<file path="src/rtl/psx_host_port.sv">
// Host side of the PSX controller / memory-card serial link.
// Drives SEL, CLK and CMD, samples DAT and watches for the device ACK pulse.
// Each byte request becomes one full-duplex 8-bit transfer, LSB first,
// followed by an ACK window.
module psx_host_port #(
  parameter int CLOCK_MHZ      = 25,
  parameter int BIT_HALF_US    = 2,
  parameter int SEL_SETUP_US   = 20,
  parameter int ACK_TIMEOUT_US = 100
) (
  input  logic       clk,
  input  logic       reset,
  output logic       PSX_clk,
  output logic       PSX_sel,
  output logic       PSX_cmd,
  input  logic       PSX_dat,
  input  logic       PSX_ack,
  input  logic       host_select,
  input  logic [7:0] tx_data,
  input  logic       tx_strobe,
  output logic       ready,
  output logic [7:0] rx_data,
  output logic       rx_strobe,
  output logic       rx_ack
);

  // Terminal counts: the timer restarts at 0 on every state entry, so a
  // phase of N cycles ends when the timer shows N-1.
  localparam logic [15:0] HALF_LAST    = 16'(CLOCK_MHZ * BIT_HALF_US - 1);
  localparam logic [15:0] SETUP_LAST   = 16'(CLOCK_MHZ * SEL_SETUP_US - 1);
  localparam logic [15:0] TIMEOUT_LAST = 16'(CLOCK_MHZ * ACK_TIMEOUT_US - 1);
  localparam logic [15:0] TIMER_MAX    = 16'hFFFF;

  localparam logic [2:0] ST_IDLE      = 3'd0;
  localparam logic [2:0] ST_SEL_SETUP = 3'd1;
  localparam logic [2:0] ST_READY     = 3'd2;
  localparam logic [2:0] ST_CLK_LOW   = 3'd3;
  localparam logic [2:0] ST_CLK_HIGH  = 3'd4;
  localparam logic [2:0] ST_ACK_WAIT  = 3'd5;

  logic [2:0]  state_q, state_d;
  logic [15:0] timer_q, timer_d;
  logic [2:0]  bit_q, bit_d;
  logic [7:0]  tx_q, tx_d;
  logic [7:0]  rx_sh_q, rx_sh_d;
  logic        ack_seen_q, ack_seen_d;
  logic        psx_clk_q, psx_clk_d;
  logic        psx_sel_q, psx_sel_d;
  logic        psx_cmd_q, psx_cmd_d;
  logic        ready_q, ready_d;
  logic [7:0]  rx_data_q, rx_data_d;
  logic        rx_strobe_q, rx_strobe_d;
  logic        rx_ack_q, rx_ack_d;
  logic        dat_s1_q, dat_s2_q;
  logic        ack_s1_q, ack_s2_q;

  // Two-flop synchronizers for the asynchronous device lines, preset to the idle (high) level.
  always_ff @(posedge clk or negedge reset) begin
    if (!reset) begin
      dat_s1_q <= 1'b1;
      dat_s2_q <= 1'b1;
      ack_s1_q <= 1'b1;
      ack_s2_q <= 1'b1;
    end else begin
      dat_s1_q <= PSX_dat;
      dat_s2_q <= dat_s1_q;
      ack_s1_q <= PSX_ack;
      ack_s2_q <= ack_s1_q;
    end
  end

  // Next-state, datapath and registered-output computation.
  always_comb begin
    state_d     = state_q;
    bit_d       = bit_q;
    tx_d        = tx_q;
    rx_sh_d     = rx_sh_q;
    ack_seen_d  = ack_seen_q;
    rx_data_d   = rx_data_q;
    rx_ack_d    = rx_ack_q;
    rx_strobe_d = 1'b0;
    timer_d     = timer_q;

    case (state_q)
      ST_IDLE: begin
        if (host_select) begin
          state_d = ST_SEL_SETUP;
        end else begin
          state_d = ST_IDLE;
        end
      end
      ST_SEL_SETUP: begin
        if (timer_q == SETUP_LAST) begin
          state_d = ST_READY;
        end else begin
          state_d = ST_SEL_SETUP;
        end
      end
      ST_READY: begin
        // ready_q gates acceptance so the cycle right after rx_strobe is not ready yet.
        if (tx_strobe && ready_q) begin
          tx_d    = tx_data;
          bit_d   = 3'd0;
          state_d = ST_CLK_LOW;
        end else begin
          state_d = ST_READY;
        end
      end
      ST_CLK_LOW: begin
        if (timer_q == HALF_LAST) begin
          state_d = ST_CLK_HIGH;
        end else begin
          state_d = ST_CLK_LOW;
        end
      end
      ST_CLK_HIGH: begin
        if (timer_q == HALF_LAST) begin
          // Sample DAT as late as possible in the high phase; LSB arrives first.
          rx_sh_d = {dat_s2_q, rx_sh_q[7:1]};
          if (bit_q == 3'd7) begin
            ack_seen_d = 1'b0;
            state_d    = ST_ACK_WAIT;
          end else begin
            bit_d   = bit_q + 3'd1;
            state_d = ST_CLK_LOW;
          end
        end else begin
          state_d = ST_CLK_HIGH;
        end
      end
      ST_ACK_WAIT: begin
        if (!ack_s2_q) begin
          ack_seen_d = 1'b1;
        end else begin
          ack_seen_d = ack_seen_q;
        end
        if ((ack_seen_q && ack_s2_q) || (timer_q == TIMEOUT_LAST)) begin
          state_d     = ST_READY;
          rx_strobe_d = 1'b1;
          rx_data_d   = rx_sh_q;
          rx_ack_d    = ack_seen_q | ~ack_s2_q;
        end else begin
          state_d = ST_ACK_WAIT;
        end
      end
      default: begin
        state_d = ST_IDLE;
      end
    endcase

    // Dropping host_select ends the packet from any state; an in-flight byte is discarded.
    if (!host_select) begin
      state_d     = ST_IDLE;
      rx_strobe_d = 1'b0;
      rx_data_d   = rx_data_q;
      rx_ack_d    = rx_ack_q;
    end else begin
      state_d = state_d;
    end

    if (state_d != state_q) begin
      timer_d = 16'd0;
    end else if (timer_q != TIMER_MAX) begin
      timer_d = timer_q + 16'd1;
    end else begin
      timer_d = timer_q;
    end

    // Bus outputs follow the state being entered so they change on the same edge.
    psx_sel_d = (state_d == ST_IDLE);
    psx_clk_d = (state_d != ST_CLK_LOW);
    if ((state_d == ST_CLK_LOW) || (state_d == ST_CLK_HIGH)) begin
      psx_cmd_d = tx_d[bit_d];
    end else begin
      psx_cmd_d = 1'b1;
    end
    ready_d = (state_d == ST_READY) && (state_q != ST_ACK_WAIT);
  end

  // State, datapath and output registers.
  always_ff @(posedge clk or negedge reset) begin
    if (!reset) begin
      state_q     <= ST_IDLE;
      timer_q     <= 16'd0;
      bit_q       <= 3'd0;
      tx_q        <= 8'h00;
      rx_sh_q     <= 8'h00;
      ack_seen_q  <= 1'b0;
      psx_clk_q   <= 1'b1;
      psx_sel_q   <= 1'b1;
      psx_cmd_q   <= 1'b1;
      ready_q     <= 1'b0;
      rx_data_q   <= 8'h00;
      rx_strobe_q <= 1'b0;
      rx_ack_q    <= 1'b0;
    end else begin
      state_q     <= state_d;
      timer_q     <= timer_d;
      bit_q       <= bit_d;
      tx_q        <= tx_d;
      rx_sh_q     <= rx_sh_d;
      ack_seen_q  <= ack_seen_d;
      psx_clk_q   <= psx_clk_d;
      psx_sel_q   <= psx_sel_d;
      psx_cmd_q   <= psx_cmd_d;
      ready_q     <= ready_d;
      rx_data_q   <= rx_data_d;
      rx_strobe_q <= rx_strobe_d;
      rx_ack_q    <= rx_ack_d;
    end
  end

  assign PSX_clk   = psx_clk_q;
  assign PSX_sel   = psx_sel_q;
  assign PSX_cmd   = psx_cmd_q;
  assign ready     = ready_q;
  assign rx_data   = rx_data_q;
  assign rx_strobe = rx_strobe_q;
  assign rx_ack    = rx_ack_q;

endmodule

</file>
<file path="config.mk">
export PLATFORM = sky130hd
export DESIGN_NAME = psx_host_port
export DESIGN_NICKNAME = d
export VERILOG_FILES = /design/src/rtl/psx_host_port.sv
export SDC_FILE = /design/constraint.sdc
export NUM_CORES = 1
export LEC_CHECK = 0
export ABC_AREA = 1
export CAP_MARGIN = 5
export CORE_MARGIN = 3
export CORE_UTILIZATION = 57
export DETAILED_ROUTE_END_ITERATION = 10
export GPL_TIMING_DRIVEN = 0
export PLACE_DENSITY = 0.79
export SYNTH_ARGS = -nofsm -noshare
export SYNTH_HDL_FRONTEND = slang
export SYNTH_SLANG_ARGS = --single-unit
</file>
<file path="constraint.sdc">
create_clock -name clk -period 2.1 [get_ports clk]
set_input_delay 0.42 -clock clk [delete_from_list [all_inputs] [get_ports clk]]
set_output_delay 0.42 -clock clk [all_outputs]
set_load 0.01 [all_outputs]
</file>
==> flow_summary.json <==
{
  "nFillCells": 371,
  "critPathCaptureType": "register",
  "ys_seq_area_frac": 0.483,
  "first_global_vias": 2305,
  "crit_path_cell_trace": "nor2_2, nand2_2, nor2_4, nand3_2, nor2_4, nor2_2, nand2_1, nand2_2, nand2_1, nand2_2, nand3_4, clkbuf_16, nor2_4",
  "p_per_area_nw_per_um2": 697,
  "worst_pin_slew_ns": 0.672,
  "netlist.area_leader.share": 0.421,
  "drtIter0Drc": 122,
  "post-route-period-util": 0.959,
  "cts_tree": "yes",
  "nNetsFinal": 412,
  "synth_top_cells_by_area": "dfrtp_1, nand2_1, dfstp_2",
  "status": "finished, final reports clean",
  "setup_ws_ns": 0.0856,
  "synth_xor_area_frac": 0.0265,
  "max_stage_delay_ns": 0.43,
  "crit_path_max_fanout": 8,
  "fin_crit_ns": 2.01,
  "synth.avg_cell_area_um2": 8.54,
  "met3_usage": 0.0505,
  "antenna_found_initial": 0,
  "cp_slowest_cell": "dfrtp_1",
  "hp-class": "input pin to asynchronous set/reset pin",
  "die_height_um": 78.2,
  "cts_buffers": 9,
  "gp_congestion": 0.837,
  "coreArea_um2": 4880,
  "cap_viol_max_count": 0,
  "worstReg2RegStart": "timer_q[12]$_DFFE_PN0P_",
  "clock_sinks": 57,
  "fin_skew_ns": 0.00753,
  "syn-cell-area_um2": 2970,
  "synthSimpleGateAreaFrac": 0.337,
  "ys_ff_latch": 57,
  "critPathLaunchType": "register",
  "clk_path_buf_depth": 2,
  "synth_edf_count": 0,
  "hold_viol": 0,
  "fin_cells": 467,
  "drive_above_1_share": 0.233,
  "syn_to_final_growth_pct": 24.8,
  "leakage_nw": 1.70,
  "grt_max_degree": 30,
  "wl_per_cell_um": 13.2,
  "vias": 2421,
  "synthMuxAreaShare": 0.00379,
  "grt_busiest_layer": "met2",
  "chipWidth_um": 78.2,
  "setup_violations": 0,
  "dp.cells": 443,
  "synth-adder-area-share": 0.0126,
  "root_buffer": "clkbuf_8",
  "insertedDiodeCount": 0,
  "synth_top_family_by_area": "simple AND/OR/NAND/NOR gates",
  "synthTopCellsByCount": "nand2_1, dfrtp_1, inv_1",
  "synth_compound_area_frac": 0.0602,
  "htree_levels": 3,
  "detail-route-antenna-nets": 0,
  "synth_ff_type": "dfrtp_1",
  "synthCells": 348,
  "synthesis.nets": 365,
  "synth_cell_type_count": 35,
  "num_rows": 25,
  "pre_cts_ws_ns": -0.132,
  "grt_remaining_overflow": 0,
  "clk_pin_slew_ns": 0.07,
  "fmax_mhz": 496,
  "io_pins": 28,
  "yosysMostFrequentCell": "nand2_1",
  "via_per_inst": 5.18,
  "multi_input_area_um2": 1350,
  "slew_headroom": 0.552,
  "final_area_um2": 3710,
  "hpwl_um": 4180,
  "p_total_mw": 2.58,
  "start_util": 0.609,
  "cp-startpoint": "timer_q[12]$_DFFE_PN0P_",
  "seq_area_um2": 1440,
  "cp.required_ns": 2.32,
  "place_area_um2": 3340,
  "fin_hold_ws_ns": 0.115,
  "synth_top_area_cell": "dfrtp_1",
  "die_area_um2": 6120,
  "gr-usage-met1": 0.284,
  "wl_um": 6180,
  "grt_pass1_wl_um": 10400,
  "drc": 0,
  "arrival_ns": 2.23,
  "critPathKind": "register to register",
  "yosys_warnings": 0,
  "grtUsageMet2": 0.357,
  "firstDrtPassIters": 5,
  "finalMaxSlewViolations": 0,
  "rsz0062_at_grt": "yes",
  "grt_use_total": 0.217,
  "vdd_drop_max_v": 0.000464,
  "async_flop_share": 1.00,
  "worstSkewPairLatency_ns": 0.33,
  "numPortBuffers": 27
}
-- area by class of cell --
cell class,instances,share of cell area
buffer,7,0.0148
clock buffer,10,0.0371
clock inverter,6,0.0283
inverter,46,0.0469
multi-input combinational,238,0.364
sequential,57,0.388
tap,67,0.0226
timing repair buffer,36,0.0979
-- worst max-delay path: cells and delay by family (launching register included) --
family                 cells  cell delay, ns
and+or+nand+nor           12            1.27
buffers and inverters      1            0.19
DFF                        1            0.43
-- stage by stage --
step,util,setup TNS (ns)
floorplan,-,0
global placement,0.682,-60.64
detailed placement,0.685,-1.20
CTS,0.734,0
global route,0.760,-0.681
finish,0.760,0
-- final timing paths --
check / to / slack, ns / cells past startpoint
max reg2reg: timer_q[13]$_DFFE_PN0P_ / 0.09 / 13
max: timer_q[13]$_DFFE_PN0P_ / 0.09 / 13
min in group clk: ack_s2_q$_DFF_PN1_ / 0.36 / 0
min reg2reg: ack_s2_q$_DFF_PN1_ / 0.36 / 0
min: rx_strobe$_DFF_PN0_ / 0.12 / 1
max in group asynchronous: ack_s1_q$_DFF_PN1_ / 1.32 / 2
-- state kept, by name, summed over array words and instances (netlist names), 3 cells and up --
signal   cells
timer_q     16
rx_data      8
rx_sh_q      8
tx_q         8
bit_q        3
state_q      3
-- what timing repair did --
item | CTS | global route
hold buffers | 0 | 0
setup endpoints to repair | 0 | 13
setup buffers | 0 | 7
resized for setup | 0 | 12
-- per-layer routing --
| metal | vias to the layer above | part of all wire |
|---|---|---|
| met3 | 6 | 0.037 |
| met4 | 0 | 0.011 |
| met2 | 41 | 0.50 |
| met5 | - | 0 |
| li1 | 1205 | - |
| met1 | 1169 | 0.45 |
-- cell families (layout without fill, tap and decap cells) --
family	Yosys count	count (layout)
flops	57	57
simple gates	192	192
buf+inv	53	105
mux	1	1
compound gates	33	33
fa+ha+maj	3	3
xor+xnor	9	9
-- cell usage in the layout, fill, tap and decap left out, types with 10 or more instances in the layout --
| cell | instances |
|---|---|
| a21oi_1 | 11 |
| clkbuf_8 | 10 |
| clkdlybuf4s50_1 | 26 |
| dfrtp_1 | 47 |
| inv_1 | 39 |
| nand2_1 | 68 |
| nand2_2 | 10 |
| nand3_1 | 36 |
| nor2_1 | 33 |
| nor2_4 | 16 |
| o21ai_0 | 16 |
-- report_power, final --
part | switching [mW] | internal, mW | leakage [nW] | total (mW)
combinational | 0.113 | 0.0947 | 0.846 | 0.208
sequential | 0.0147 | 1.12 | 0.732 | 1.13
clock | 0.429 | 0.814 | 0.126 | 1.24
Note: power is estimated with default switching activity, not from simulation.
